**config.mk**
```make
export PLATFORM = sky130hd
export DESIGN_NAME = uart_arq_tx
export DESIGN_NICKNAME = d
export VERILOG_FILES = /design/src/rtl/uart_pkg.sv /design/src/rtl/uart_baud_ctr.sv /design/src/rtl/uart_arq_tx.sv
export SDC_FILE = /design/constraint.sdc
export NUM_CORES = 1
export LEC_CHECK = 0
export ABC_CLOCK_PERIOD_IN_PS = 5050
export CAP_MARGIN = 20
export CORE_MARGIN = 8
export CORE_UTILIZATION = 60
export DETAILED_ROUTE_END_ITERATION = 8
export GPL_TIMING_DRIVEN = 0
export PLACE_DENSITY_LB_ADDON = 0.12
export SYNTH_ARGS = -nofsm -noshare
export SYNTH_HDL_FRONTEND = slang
export SYNTH_SLANG_ARGS = --single-unit
```
**constraint.sdc**
```tcl
create_clock -name clk -period 5.05 [get_ports clk]
set_clock_uncertainty 0.15 [all_clocks]
set_input_delay 1.01 -clock clk [delete_from_list [all_inputs] [get_ports clk]]
set_output_delay 1.01 -clock clk [all_outputs]
set_load 0.05 [all_outputs]
```
**src/rtl/uart_pkg.sv**
```systemverilog
// Shared types and defaults for the stop-and-wait UART transmitter:
// FSM state encoding, ack byte and baud/timeout defaults.
package uart_pkg;

  typedef enum logic [2:0] {
    IDLE,
    START,
    DATA,
    PARITY,
    STOP,
    WAIT_ACK,
    RECV_ACK,
    CHECK
  } state_t;

  localparam logic [7:0] ACK_CODE_DEFAULT     = 8'hCC;
  localparam int         CLKS_PER_BIT_DEFAULT = 2604;  // 50 MHz / 19200 baud
  localparam int         ACK_TIMEOUT_DEFAULT  = 300;

  // Ack frame slots: 0 = start bit, 1..8 = data bits, 9 = stop bit.
  localparam logic [3:0] RX_START_IDX = 4'd0;
  localparam logic [3:0] RX_STOP_IDX  = 4'd9;

endpackage

```
**src/rtl/uart_baud_ctr.sv**
```systemverilog
// Bit-period counter: bit_tick on the last cycle of each bit, mid_tick
// half a bit after a restart so the receiver samples mid-bit.
module uart_baud_ctr #(
  parameter int CLKS_PER_BIT = 2604
) (
  input  logic clk,
  input  logic reset,
  input  logic restart,
  input  logic en,
  output logic bit_tick,
  output logic mid_tick
);

  localparam int CNT_W = (CLKS_PER_BIT > 1) ? $clog2(CLKS_PER_BIT) : 1;
  localparam logic [CNT_W-1:0] LAST = CNT_W'(CLKS_PER_BIT - 1);
  // The cycle that saw the edge counts as position 0, so this lands at CLKS_PER_BIT/2.
  localparam logic [CNT_W-1:0] MID  = CNT_W'(CLKS_PER_BIT / 2 - 1);

  logic [CNT_W-1:0] cnt;

  // NOTE: sequential state is written with <= only, so every flop samples pre-edge values.
  always_ff @(posedge clk or posedge reset) begin
    if (reset) begin
      cnt <= '0;
    end else if (restart) begin
      cnt <= '0;
    end else if (en) begin
      cnt <= (cnt == LAST) ? '0 : cnt + 1'b1;
    end
  end

  assign bit_tick = en && !restart && (cnt == LAST);
  assign mid_tick = en && !restart && (cnt == MID);

endmodule

```
**src/rtl/uart_arq_tx.sv**
```systemverilog
// UART transmitter with stop-and-wait ARQ: sends one frame, waits for an
// ack byte on ack_rx and retransmits on timeout or a bad reply.
module uart_arq_tx
  import uart_pkg::*;
#(
  parameter int         DATA_W       = 8,
  parameter int         CLKS_PER_BIT = CLKS_PER_BIT_DEFAULT,
  parameter int         PARITY_EN    = 0,
  parameter int         MSB_FIRST    = 1,
  parameter int         MAX_RETRY    = 5,
  parameter int         ACK_TIMEOUT  = ACK_TIMEOUT_DEFAULT,
  parameter logic [7:0] ACK_CODE     = ACK_CODE_DEFAULT
) (
  input  logic              clk,
  input  logic              reset,
  input  logic              tx_valid,
  input  logic [DATA_W-1:0] tx_data,
  output logic              tx_ready,
  input  logic              ack_rx,
  output logic              tx_serial,
  output logic              busy,
  output logic              done,
  output logic              fail,
  output logic [3:0]        retry_cnt
);

  localparam int               TO_W       = $clog2(ACK_TIMEOUT + 1);
  localparam logic [TO_W-1:0]  TO_LAST    = TO_W'(ACK_TIMEOUT - 1);
  localparam logic [3:0]       LAST_BIT   = 4'(DATA_W - 1);
  localparam logic [3:0]       RETRY_LIM  = 4'(MAX_RETRY);

  state_t            state;
  logic [DATA_W-1:0] data_q;     // payload, already in wire order
  logic [DATA_W-1:0] tx_shift;   // next data bit always at the top
  logic [3:0]        bit_idx;
  logic [3:0]        rx_idx;
  logic [TO_W-1:0]   to_cnt;
  logic [7:0]        rx_byte;
  logic              stop_q;
  logic              got_frame;
  logic [1:0]        ack_meta;
  logic              ack_sync;
  logic              restart;
  logic              en;
  logic              bit_tick;
  logic              mid_tick;

  // Reorder once at load time so the shifter only ever sends its top bit.
  function automatic logic [DATA_W-1:0] orient(input logic [DATA_W-1:0] d);
    logic [DATA_W-1:0] r;
    for (int i = 0; i < DATA_W; i++) r[i] = d[DATA_W-1-i];
    return (MSB_FIRST != 0) ? d : r;
  endfunction

  always_ff @(posedge clk or posedge reset) begin
    if (reset) ack_meta <= 2'b11;
    else       ack_meta <= {ack_meta[0], ack_rx};
  end
  assign ack_sync = ack_meta[1];

  // NOTE: always_comb gives every output a default first so no latch is inferred.
  always_comb begin
    restart = 1'b0;
    if (state == IDLE || state == CHECK)          restart = 1'b1;
    if (state == WAIT_ACK && !ack_sync)           restart = 1'b1;
  end
  assign en = (state != IDLE);

  uart_baud_ctr #(.CLKS_PER_BIT(CLKS_PER_BIT)) u_baud (
    .clk      (clk),
    .reset    (reset),
    .restart  (restart),
    .en       (en),
    .bit_tick (bit_tick),
    .mid_tick (mid_tick)
  );

  always_ff @(posedge clk or posedge reset) begin
    if (reset) begin
      state     <= IDLE;
      tx_serial <= 1'b1;
      tx_ready  <= 1'b1;
      busy      <= 1'b0;
      done      <= 1'b0;
      fail      <= 1'b0;
      retry_cnt <= '0;
      data_q    <= '0;
      tx_shift  <= '0;
      bit_idx   <= '0;
      rx_idx    <= '0;
      to_cnt    <= '0;
      rx_byte   <= '0;
      stop_q    <= 1'b0;
      got_frame <= 1'b0;
    end else begin
      done <= 1'b0;
      case (state)
        IDLE: begin
          if (tx_valid && tx_ready) begin
            data_q    <= orient(tx_data);
            tx_shift  <= orient(tx_data);
            retry_cnt <= '0;
            fail      <= 1'b0;
            busy      <= 1'b1;
            tx_ready  <= 1'b0;
            tx_serial <= 1'b0;
            state     <= START;
          end else begin
            tx_ready <= 1'b1;
          end
        end

        START: begin
          if (bit_tick) begin
            tx_serial <= tx_shift[DATA_W-1];
            tx_shift  <= tx_shift << 1;
            bit_idx   <= '0;
            state     <= DATA;
          end
        end

        DATA: begin
          if (bit_tick) begin
            if (bit_idx == LAST_BIT) begin
              if (PARITY_EN != 0) begin
                tx_serial <= ^data_q;
                state     <= PARITY;
              end else begin
                tx_serial <= 1'b1;
                state     <= STOP;
              end
            end else begin
              bit_idx   <= bit_idx + 1'b1;
              tx_serial <= tx_shift[DATA_W-1];
              tx_shift  <= tx_shift << 1;
            end
          end
        end

        PARITY: begin
          if (bit_tick) begin
            tx_serial <= 1'b1;
            state     <= STOP;
          end
        end

        STOP: begin
          if (bit_tick) begin
            to_cnt    <= '0;
            got_frame <= 1'b0;
            state     <= WAIT_ACK;
          end
        end

        WAIT_ACK: begin
          if (!ack_sync) begin
            rx_idx <= RX_START_IDX;
            state  <= RECV_ACK;
          end else if (bit_tick) begin
            if (to_cnt == TO_LAST) begin
              got_frame <= 1'b0;
              state     <= CHECK;
            end else begin
              to_cnt <= to_cnt + 1'b1;
            end
          end
        end

        RECV_ACK: begin
          if (mid_tick) begin
            if (rx_idx == RX_START_IDX) begin
              // A start bit that is high again at mid-bit was only a glitch.
              if (ack_sync) state  <= WAIT_ACK;
              else          rx_idx <= rx_idx + 1'b1;
            end else if (rx_idx == RX_STOP_IDX) begin
              stop_q    <= ack_sync;
              got_frame <= 1'b1;
              state     <= CHECK;
            end else begin
              rx_byte <= {rx_byte[6:0], ack_sync};
              rx_idx  <= rx_idx + 1'b1;
            end
          end
        end

        CHECK: begin
          if (got_frame && stop_q && rx_byte == ACK_CODE) begin
            done  <= 1'b1;
            fail  <= 1'b0;
            busy  <= 1'b0;
            state <= IDLE;
          end else if (retry_cnt < RETRY_LIM) begin
            retry_cnt <= retry_cnt + 1'b1;
            tx_shift  <= data_q;
            tx_serial <= 1'b0;
            state     <= START;
          end else begin
            done  <= 1'b1;
            fail  <= 1'b1;
            busy  <= 1'b0;
            state <= IDLE;
          end
        end

        default: state <= IDLE;
      endcase
    end
  end

endmodule

```
==> summary.txt, run 1 <==
Clock tree
  – Post-CTS Resized: 0
  – Root buffer cell: clkbuf_8
  – Post-CTS Hold Buffers: 0
  – CTS tree: done
  – CTS clk-pin slew, worst paths: 70 ps
  – Clock sinks: 69
  – H-Tree Depth: 3
  – Clock buffer count from CTS: 9
  – Clock Latency Late Sink: 350 ps
  – Post-CTS Setup Bufs: 0
  – CTS max path bufs: 2

Floorplan
  – Row Count: 28
  – Chip Width: 93.90 um
  – Die footprint: 8817 um^2
  – Core region area: 5886 um^2
  – Chip height: 93.90 um
  – Boundary Pins: 21
  – Starting Density: 61.86%

Global route
  – Total track usage: 18.59%
  – GRT overflow: 0
  – Pin count of the biggest net entering global routing: 70
  – Number of global-route vias before repair: 2852
  – Antenna violations before repair: 0
  – First-pass GRT wire length: 13.13 mm

Finish
  – N_diodes: 0
  – Filler cells: 459
  – Final std cells w/o fill: 494
  – Synth-to-Final Area Change: 15.22%
  – Share of layout cells above drive strength 1: 13.13%
  – Final #Nets: 435

Power
  – Switching share of power: 19.77%
  – Pint: 0.9188 mW
  – Psw: 0.2264 mW
  – Peak supply drop: 0.1943 mV
  – Reg power frac: 48.5%
  – Clock power share: 49.4%
  – Power density over cell area: 273.0 nW/um^2
  – Total power: 1.145 mW
  – Combinational group share of total power: 2.1%
  – Leakage: 1.915 nW

Setup path
  – Setup crit start kind: flop
  – Crit path max-delay family: buffers and inverters
  – Worst-path cell chain: clkdlybuf4s50_1
  – Worst path slowest cell: clkdlybuf4s50_1
  – WP data arrival: 1750 ps
  – Kind of critical path: reg2out
  – Crit Path Max Fanout: 6
  – CP peak stage delay: 820 ps
  – Crit path capture type: primary output
  – Bufs and invs on worst path: 1
  – Worst Path Required: 3890 ps

Synthesis
  – Seq/Total Area, Yosys: 47.56%
  – Post-Syn Area: 3641 um^2
  – Count leader, synth: nand2_1
  – Main synth FF type: dfrtp_1
  – EDFF count, synth: 0
  – Dominant cells by area after synthesis: dfrtp_1 (45%), nand2_1 (7.1%), mux2_2 (5.9%)
  – Synth Instances: 383
  – Yosys top cell area share: 44.67%
  – Distinct cells, synth: 56
  – List of most frequent post-synthesis cells: nand2_1 (69), dfrtp_1 (65), nor2_1 (40)
  – Cell accounting for the most synthesized area: dfrtp_1
  – Post-synthesis net count: 404
  – Synthesis Warnings: 0
  – FF+latch count, synth: 69
  – Post-Syn Area per Cell: 9.507 um^2
  – Ys async rst share: 100.0%

Drt
  – First-pass iteration count of the detailed router: 5
  – Wire per inst: 15.25 um
  – Post-Route WL: 7.535 mm
  – Initial DRC Count: 170
  – Post-DRT Antenna Nets: 0
  – # DRC: 0
  – DR vias/cell: 5.761
  – Via count: 2846

Timing
  – Endpoints failing hold: 0
  – Final setup violating endpoints: 0
  – Max-slew violations: 0
  – Setup_tns: 0 ps
  – Worst hold slack: 208.6 ps
  – Fin crit share: 57.57%
  – Achievable Freq: 344.0 MHz
  – Relative slew slack: 44.99%
  – RSZ-0062 raised after global routing: false
  – Slew @ Worst Pin: 825.2 ps
  – Fin crit period: 2907 ps

Placed design
  – Post-DP HPWL: 5.298 mm
  – IO Port Bufs: 20
  – Dpl cells: 478
  – RePlAce Congestion: 0.8941

Hold path
  – HP Class: reg2reg

Status
  – Status: complete, no violations

Run
  – Max-cap violations: 0
power groups by stage:
stage | sequential, mW | combinational [mW] | clock [mW]
detailed placement | 0.566 | 0.0246 | 0
global placement | 0.566 | 0.0241 | 0
global route | 0.555 | 0.0275 | 0.593
floorplan | 0.565 | 0.0110 | 0
CTS | 0.555 | 0.0247 | 0.572
finish | 0.555 | 0.0237 | 0.566
logic make-up after synthesis:
kind of cell | share of synthesized area, %
AND/OR/NAND/NOR | 24.33
adder cells (fa/ha/maj) | 3.093
multiplexers | 6.186
flip-flops | 47.56
XOR/XNOR | 4.090
buffers and inverters | 2.852
AO/OA/AOI/OAI | 11.89
worst register-to-register path: stages (launching register included):
cell	delay, ps
dfrtp_1	410
ha_1	240
nor4bb_1	410
and3_1	210
buf_2	160
nand2_1	170
a311oi_4	570
mux2_2	400
layout make-up:
class	count	area, um^2	area share [%]
multi-input cells	287	1805	43.04
flip-flops and latches	69	1732	41.28
repair buffers	20	200.2	4.772
clock buffers	11	151.4	3.609
clock inverters	5	106.4	2.535
well taps	75	93.84	2.237
inverters	14	55.05	1.312
plain buffers	13	51.30	1.223
cells in the final DEF, fill, tap and decap left out, types with 8 or more instances in the layout:
cell type / Yosys / layout
o21ai_0: 14 / 14
a21oi_1: 15 / 15
xnor2_1: 9 / 9
nand3_1: 16 / 16
nand2_1: 69 / 69
clkbuf_1: 10 / 10
mux2_2: 19 / 19
inv_1: 14 / 13
clkdlybuf4s50_1: 0 / 20
clkbuf_8: 0 / 11
ha_1: 9 / 9
nor2_1: 40 / 40
xor2_1: 8 / 8
dfrtp_1: 65 / 65
a22oi_1: 8 / 8
per-stage QoR:
stage | worst slack, ps | instance area [um^2] | utilization (%)
5_1_grt | 2009 | 4195 | 71.28
4_1_cts | 2124 | 4195 | 71.28
6_report | 2143 | 4195 | 71.28
3_3_place_gp | 1023 | 3935 | 66.86
3_5_place_dp | 1942 | 3938 | 66.90
2_1_floorplan | 2157 | 3641 | -
layer usage:
metal	global-route usage, %	vias up	share of wire (%)
li1	-	1400	-
met1	23.70	1372	47
met2	29.40	59	47
met3	3.757	15	3.9
met4	9.115	0	1.7
met5	0	-	0
sequential cells by signal, indices dropped and copies added (netlist names), 2 cells and up:
register,cells
u_baud.cnt,12
to_cnt,9
data_q,8
rx_byte,8
tx_shift,8
bit_idx,4
retry_cnt,4
rx_idx,4
state,3
ack_meta,2
worst paths after layout:
kind	end	slack [ps]	cells past startpoint	start
setup / recovery	tx_ready	2140	1	tx_ready
hold / removal	ack_meta[1]	210	0	ack_meta[0]
setup reg to reg	tx_shift[4]	2230	7	u_baud.cnt[0]
hold reg to reg	ack_meta[1]	210	0	ack_meta[0]
max in group asynchronous	rx_idx[0]	3180	2	reset
min in group asynchronous	bit_idx[1]	1030	2	reset
Power figures use the tool's default switching activity.
==> run 2, diff against run 1 <==
--- a/config.mk
+++ b/config.mk
@@ -5,10 +5,10 @@
 export SDC_FILE = /design/constraint.sdc
 export NUM_CORES = 1
 export LEC_CHECK = 0
-export ABC_CLOCK_PERIOD_IN_PS = 5050
+export ABC_CLOCK_PERIOD_IN_PS = 2950
 export CAP_MARGIN = 20
 export CORE_MARGIN = 8
-export CORE_UTILIZATION = 60
+export CORE_UTILIZATION = 59
 export DETAILED_ROUTE_END_ITERATION = 8
 export GPL_TIMING_DRIVEN = 0
 export PLACE_DENSITY_LB_ADDON = 0.12
==> constraint.sdc (replaced) <==
create_clock -name clk -period 2.95 [get_ports clk]
set_clock_uncertainty 0.15 [all_clocks]
set_input_delay 0.59 -clock clk [delete_from_list [all_inputs] [get_ports clk]]
set_output_delay 0.59 -clock clk [all_outputs]
set_load 0.05 [all_outputs]
==> summary.txt, run 2 (synthesis gave the netlist of run 1 again) <==
Finish
  – Top Registers: u_baud.cnt: 12 flops, to_cnt: 9 flops
  – Filler cells: 472
  – Most common cell after layout, fill and taps aside: nand2_1
  – Share of layout cells above drive strength 1: 13.54%
  – Largest reg by FF count: u_baud.cnt
  – Final #Nets: 437
  – Area of the multi-input gates: 1805 um^2
  – FF/Latch Area: 1732 um^2
  – N_diodes: 0
  – Max reg flops: 12
  – Synth-to-Final Area Change: 15.64%
  – Most frequent cells in the layout: nand2_1 (69), dfrtp_1 (65), nor2_1 (40)

Timing
  – Fin crit period: 2730 ps
  – Worst hold slack: 208.5 ps
  – Endpoints failing hold: 0
  – Max-slew violations: 0
  – Slew @ Worst Pin: 827.6 ps
  – Achievable Freq: 366.2 MHz
  – Final setup violating endpoints: 0
  – Relative slew slack: 44.83%
  – RSZ-0062 raised after global routing: false
  – Fin crit share: 92.56%

Setup path
  – Reg2reg setup slack: 220 ps
  – Register-to-Register Path Depth: 8
  – Worst path slowest cell: dfrtp_1
  – CP peak stage delay: 420 ps
  – Kind of critical path: reg2reg
  – Reg-to-reg startpoint: u_baud.cnt[0]
  – Worst-path cell chain: ha_1, nor4bb_1, and3_1, buf_2, nand2_1, a311oi_4, buf_4, mux2_2
  – Crit Path Max Fanout: 6
  – Bufs and invs on worst path: 2
  – RR Endpoint: tx_shift[6]
  – Worst Path Required: 3020 ps
  – Crit path capture type: flop
  – Setup crit start kind: flop
  – Crit path max-delay family: simple AND/OR/NAND/NOR gates
  – WP data arrival: 2800 ps

Status
  – Status: complete, no violations

Drt
  – First-pass iteration count of the detailed router: 5
  – Post-Route WL: 7.604 mm
  – Post-DRT Antenna Nets: 0
  – Wire per inst: 15.33 um
  – Via count: 2820
  – Initial DRC Count: 150
  – # DRC: 0
  – DR vias/cell: 5.685

Placed design
  – Post-DP HPWL: 5.153 mm
  – RePlAce Congestion: 0.9078
  – IO Port Bufs: 20

Floorplan
  – Starting Density: 61.13%
  – Chip Width: 94.56 um
  – Chip height: 94.56 um
  – Boundary Pins: 21
  – Die footprint: 8941 um^2
  – Row Count: 28
  – Core region area: 5956 um^2

Power
  – Total power: 1.962 mW
  – Leakage: 1.926 nW
  – Clock power share: 49.5%
  – Peak supply drop: 0.3700 mV
  – Pint: 1.573 mW
  – Power density over cell area: 466.0 nW/um^2
  – Switching share of power: 19.83%
  – Psw: 0.3891 mW
  – Combinational group share of total power: 2.1%
  – Reg power frac: 48.4%

Clock tree
  – Post-CTS Hold Buffers: 0
  – H-Tree Depth: 3
  – Clock buffer count from CTS: 9
  – CTS tree: done
  – Root buffer cell: clkbuf_8
  – Clock sinks: 69
  – Clock Latency Late Sink: 340 ps
  – CTS max path bufs: 2
  – CTS clk-pin slew, worst paths: 70 ps

Global route
  – Antenna violations before repair: 0
  – First-pass GRT wire length: 12.63 mm
  – Pin count of the biggest net entering global routing: 70
  – Total track usage: 17.48%
  – GRT overflow: 0
  – Number of global-route vias before repair: 2729

Hold path
  – Hold EP: ack_meta[1]
  – HP Class: reg2reg
  – Hold depth: 0
  – Hold Crit Start: ack_meta[0]

Run
  – Max-cap violations: 0
[run 2: per-layer routing]
layer  share of wire, %  up-vias  track usage [%]
met5                  0        -                0
met2                 47       67            27.52
met1                 48     1347            23.32
met4               0.78        0            6.372
met3                4.2        9            3.571
li1                   -     1397                -
[run 2: how the worst max path moves through the flow]
stage,start,endpoint,depth (start not counted)
after global routing,u_baud.cnt[0],to_cnt[6],9
after CTS,u_baud.cnt[0],tx_shift[6],7
final,u_baud.cnt[0],tx_shift[6],8
after detailed placement,u_baud.cnt[0],tx_shift[4],7
after floorplan,reset,bit_idx[0],1
after global placement,reset,retry_cnt[1],2
[run 2: layout make-up]
type                    count  area share [%]
multi-input cells         287           42.88
flip-flops and latches     69           41.13
repair buffers             22           5.111
clock buffers              11           3.596
clock inverters             5           2.526
well taps                  75           2.229
inverters                  14           1.308
plain buffers              13           1.218
[run 2: worst register-to-register path: stages (launching register included)]
cell and delay [ps]:
dfrtp_1 420, ha_1 250, nor4bb_1 400, and3_1 210, buf_2 170, nand2_1 170, a311oi_4 290, buf_4 210
mux2_2 340
[run 2: what timing repair did]
action | 4_1_cts | 5_1_grt
gates resized for setup | 0 | 0
buffers inserted | 0 | 2
endpoints found under the setup margin | 0 | 8
hold endpoints to repair | 0 | 0
[run 2: power by group through the flow]
stage,Clock (mW),Sequential [mW],Combinational [mW]
2_1_floorplan,0,0.967,0.0188
3_3_place_gp,0,0.969,0.0415
4_1_cts,0.985,0.950,0.0419
6_report,0.972,0.950,0.0404
5_1_grt,1.02,0.950,0.0464
3_5_place_dp,0,0.968,0.0418
[run 2: per-stage QoR]
step | setup TNS (ps) | setup WS [ps] | area (um^2) | std cells | utilization, %
2_1_floorplan | 0 | 476.8 | 3641 | 383 | -
3_3_place_gp | -42840 | -662.0 | 3935 | 478 | 66.07
3_5_place_dp | 0 | 181.2 | 3938 | 478 | 66.11
4_1_cts | 0 | 118.6 | 4195 | 494 | 70.44
5_1_grt | 0 | 37.83 | 4210 | 496 | 70.69
6_report | 0 | 219.6 | 4210 | 496 | 70.69
